[src/rtl/serial_adder_ctrl.sv]
// serial_adder_ctrl -- bit-serial adder controller.
// One full_adder is reused over WIDTH cycles to form a + b + c_in, LSB first,
// with the carry held in a flop between bit-steps.
//
// Ports:
//   clk_in, rst_n_in           clock (rising edge), async active-low reset
//   a_in, b_in, c_in           operands, sampled on in_valid_in & in_ready_out
//   in_valid_in / in_ready_out input handshake (ready only in IDLE)
//   sum_out, carry_out         registered result, held until the next result
//   out_valid_out/out_ready_in output handshake (valid only in DONE)
//   busy_out                   high while bit-steps are running

module full_adder (
  input  logic a,
  input  logic b,
  input  logic ci,
  output logic s,
  output logic co
);
  assign s  = a ^ b ^ ci;
  assign co = (a & b) | (ci & (a ^ b));
endmodule

module serial_adder_ctrl #(
  parameter int WIDTH = 4,
  parameter int CNT_W = $clog2(WIDTH) + 1
) (
  input  logic             clk_in,
  input  logic             rst_n_in,
  input  logic [WIDTH-1:0] a_in,
  input  logic [WIDTH-1:0] b_in,
  input  logic             c_in,
  input  logic             in_valid_in,
  output logic             in_ready_out,
  output logic [WIDTH-1:0] sum_out,
  output logic             carry_out,
  output logic             out_valid_out,
  input  logic             out_ready_in,
  output logic             busy_out
);

  typedef enum logic [1:0] {IDLE = 2'd0, RUN = 2'd1, DONE = 2'd2} state_t;

  state_t state, state_nxt;

  logic [WIDTH-1:0] a_sh, b_sh, sum_sh, sum_nxt;
  logic             carry_q;
  logic [CNT_W-1:0] cnt;
  logic             last_step;
  logic             fa_s, fa_co;

  full_adder u_fa (
    .a  (a_sh[0]),
    .b  (b_sh[0]),
    .ci (carry_q),
    .s  (fa_s),
    .co (fa_co)
  );

  assign last_step = (cnt == CNT_W'(WIDTH - 1));

  // New sum bit enters at the MSB; after WIDTH steps bit 0 holds the LSB.
  // Written as a widened shift so WIDTH=1 needs no special case.
  assign sum_nxt = WIDTH'({fa_s, sum_sh} >> 1);

  // State register
  always_ff @(posedge clk_in or negedge rst_n_in) begin
    if (!rst_n_in) state <= IDLE;
    else           state <= state_nxt;
  end

  // Next-state logic
  always_comb begin
    state_nxt = state;
    case (state)
      IDLE:    if (in_valid_in)  state_nxt = RUN;
      RUN:     if (last_step)    state_nxt = DONE;
      DONE:    if (out_ready_in) state_nxt = IDLE;
      default:                   state_nxt = IDLE;
    endcase
  end

  // Outputs decoded from state
  always_comb begin
    in_ready_out  = 1'b0;
    busy_out      = 1'b0;
    out_valid_out = 1'b0;
    case (state)
      IDLE:    in_ready_out  = 1'b1;
      RUN:     busy_out      = 1'b1;
      DONE:    out_valid_out = 1'b1;
      default: in_ready_out  = 1'b0;
    endcase
  end

  // Datapath
  always_ff @(posedge clk_in or negedge rst_n_in) begin
    if (!rst_n_in) begin
      a_sh      <= '0;
      b_sh      <= '0;
      sum_sh    <= '0;
      carry_q   <= 1'b0;
      cnt       <= '0;
      sum_out   <= '0;
      carry_out <= 1'b0;
    end else begin
      case (state)
        IDLE: if (in_valid_in) begin
          a_sh    <= a_in;
          b_sh    <= b_in;
          carry_q <= c_in;
          cnt     <= '0;
        end
        RUN: begin
          a_sh    <= a_sh >> 1;
          b_sh    <= b_sh >> 1;
          sum_sh  <= sum_nxt;
          carry_q <= fa_co;
          cnt     <= cnt + CNT_W'(1);
          if (last_step) begin
            sum_out   <= sum_nxt;
            carry_out <= fa_co;
          end
        end
        default: ;
      endcase
    end
  end

endmodule

[config.mk]
export PLATFORM = sky130hd
export DESIGN_NAME = serial_adder_ctrl
export DESIGN_NICKNAME = d
export VERILOG_FILES = /design/src/rtl/serial_adder_ctrl.sv
export SDC_FILE = /design/constraint.sdc
export NUM_CORES = 1
export LEC_CHECK = 0
export ABC_AREA = 1
export CAP_MARGIN = 20
export CORE_MARGIN = 4
export CORE_UTILIZATION = 39
export CTS_CLUSTER_SIZE = 8
export DETAILED_ROUTE_END_ITERATION = 12
export PLACE_DENSITY = 0.64
export SETUP_SLACK_MARGIN = 0.05
export SLEW_MARGIN = 0
export SYNTH_ARGS = -nofsm -noshare
export SYNTH_HDL_FRONTEND = slang
export SYNTH_SLANG_ARGS = --single-unit
[constraint.sdc]
create_clock -name clk_in -period 1.2 [get_ports clk_in]
set_clock_uncertainty 0.1 [all_clocks]
set_input_delay 0.24 -clock clk_in [delete_from_list [all_inputs] [get_ports clk_in]]
set_output_delay 0.24 -clock clk_in [all_outputs]
set_load 0.01 [all_outputs]
==> flow_summary.ini <==
[floorplanning]
fp.dieArea_sq_mm = 0.00347
start_util_pct = 40.9
rows = 18
core-area_sq_mm = 0.00248
fp.dieH_microns = 58.9
die_w_microns = 58.9
io_pins = 21

[sta]
hold_viol_final = 0
hold_slack_ps = 147
max_freq_mhz = 696
timing.final.ws_setup_ps = -237
setup_viol = 24
min_period_over_period_pct = 120
finalCriticalPeriod_ps = 1440
rsz0062_at_grt = true
max_slew_margin_pct = 74.3
tightest_slew_ps = 384
slew_violations = 0

[layout]
insertedDiodeCount = 0
fin_util_pct = 71.4
fillers = 181
nets = 189
layout_commonest_cell = nand2_1
ff_latch_area_sq_um = 551
area_delta_synth_final_pct = 74.7
layout-drive-gt1-share_pct = 45.3
final_cell_mix = nand2_1, dfrtp_1, inv_1, buf_4, clkdlybuf4s50_1
multi_input_area_sq_um = 606
final-instance-count-excl-fill = 202
final_area_sq_mm = 0.00177

[logic_synthesis]
ys_seq_elements = 22
syn_inst = 120
yosysSeqAreaShare_pct = 54.4
avgSynthCellArea_sq_um = 8.44
synth_fa_ha_area_share_pct = 4.45
synthSimpleGateAreaFrac_pct = 24.6
synth_compound_area_share_pct = 7.54
synth_area_sq_mm = 0.00101
synth.distinct_cells = 17
synth_top_family_by_area = simple AND/OR/NAND/NOR gates
synth_mux_area_share_pct = 0
yosysWarnings = 0
synth_xor_area_share_pct = 0
synthesis.nets = 136

[detailed_routing]
vias_per_cell = 4.84
firstDrtPassIters = 4
wl_per_cell_microns = 14.4
ant_nets = 0
drt_wl_total_microns = 2910
route.detailed.drc = 0
num_vias = 977
first_iter_violations = 15

[job]
max-cap-violations = 0

[critical_path]
required_ps = 860
cp-start-kind = register
cp_max_fo = 2
path_class = reg -> out
end_kind = output pin
cp_data_arrival_time_ps = 1100
critPathLaunch = state[1]$_DFFE_PN0P_
reg2reg_from = state[0]$_DFFE_PN0P_

[clocking]
cts.clk_slew.worst_paths_ps = 130
clk_latency_ps = 320
tritoncts = done
numClockSinks = 22
cts_inserted_buffers = 3
cts_hold_buf = 0
htreeDepth = 1
cts.path.max_buffers = 2
cts_root_buf = clkbuf_4

[power_and_ir_drop]
ir_worst_vdd_mv = 2.03
p_leak_nw = 0.894
power.density_mw_per_mm2 = 2940
power_mw = 5.19

[placement]
dp.cells = 178
gp_congestion = 0.780
port_buffers = 20
dpl.hpwl_microns = 1500
post_dp_cell_area_sq_mm = 0.00133

[grt]
grt_max_degree = 23
grt_pass1_vias = 1080
gr-total-overflow = 0
track_usage_pct = 19.2
antenna_found_initial = 0
grt_pass1_wl_microns = 4890

[worst_hold_path]
min_path_type = in -> async

[run_status]
violations = negative setup slack
status = complete, but fails checks
path summary, 6_finish.rpt:
path | end | slack [ps] | cells past startpoint
worst max-delay path | busy_out | -240 | 3
max in group asynchronous | cnt[1]$_DFFE_PN0P_ | 710 | 2
worst min register to register | b_sh[1]$_DFFE_PN0P_ | 390 | 2
worst max register to register | a_sh[1]$_DFFE_PN0P_ | -230 | 8
min in group clk_in | b_sh[3]$_DFFE_PN0P_ | 390 | 3
worst min-delay path | b_sh[2]$_DFFE_PN0P_ | 150 | 2
stage by stage:
stage	setup WS (ps)	TNS, ps
5_1_grt	-274	-4680
3_5_place_dp	-276	-3870
4_1_cts	-213	-2760
2_1_floorplan	-17.7	-45.7
3_3_place_gp	-267	-3450
6_report	-237	-3420
kinds of logic (layout without fill, tap and decap cells):
kind of cell | count (synthesis) | after routing
adders and majority gates | 3 | 3
AOI/OAI and AO/OA | 14 | 15
DFF | 22 | 22
buffers and inverters | 22 | 71
and+or+nand+nor | 59 | 61
flip-flops by register name, indices dropped and copies added, names as in the netlist:
signal	flops
carry_out	1
sum_sh	3
cnt	3
carry_q	1
b_sh	4
sum_out	4
state	2
a_sh	4
where the power goes:
group / internal [mW] / total [mW] / switching, mW / leakage, nW
sequential: 1.08 / 1.28 / 0.198 / 0.275
clock: 0.338 / 0.574 / 0.236 / 0.0279
combinational: 1.62 / 3.34 / 1.71 / 0.591
cell usage after synthesis, drive strengths merged:
master   n  share of area, %
dfrtp   22                54
nand3   10               4.9
buf      2               1.6
ha       2               2.5
inv     20               7.4
nand2   45                17
fa       1               2.0
a21oi    2              0.99
o21ai   11               5.8
o31ai    1              0.74
nor2     4               2.2
final cells by class:
cell class | instances | share of cell area (%)
clock inverter | 1 | 1.70
sequential | 22 | 31.1
timing repair buffer | 47 | 25.3
clock buffer | 3 | 1.27
tap | 30 | 2.12
multi-input combinational | 79 | 34.3
inverter | 20 | 4.25
worst max-delay path: stages (launching register included):
cell,delay [ps]
dfrtp_1,430
buf_6,140
nor2_4,110
buf_6,110
layer usage:
layer  part of all wire, %  routed length [microns]  track usage (%)  vias to the layer above
met4                   1.6                       48             10.0                        0
li1                      -                        -                -                      478
met1                    39                     1120             20.3                      471
met3                   5.2                      152             3.95                        5
met2                    55                     1590             35.3                       23
met5                     0                        0                0                        -
timing repair:
action,CTS,global route
setup endpoints to repair,30,30
gates cloned,3,0
buffers inserted,13,6
resized for setup,74,16
pin swaps,13,10
Power figures use the tool's default switching activity.
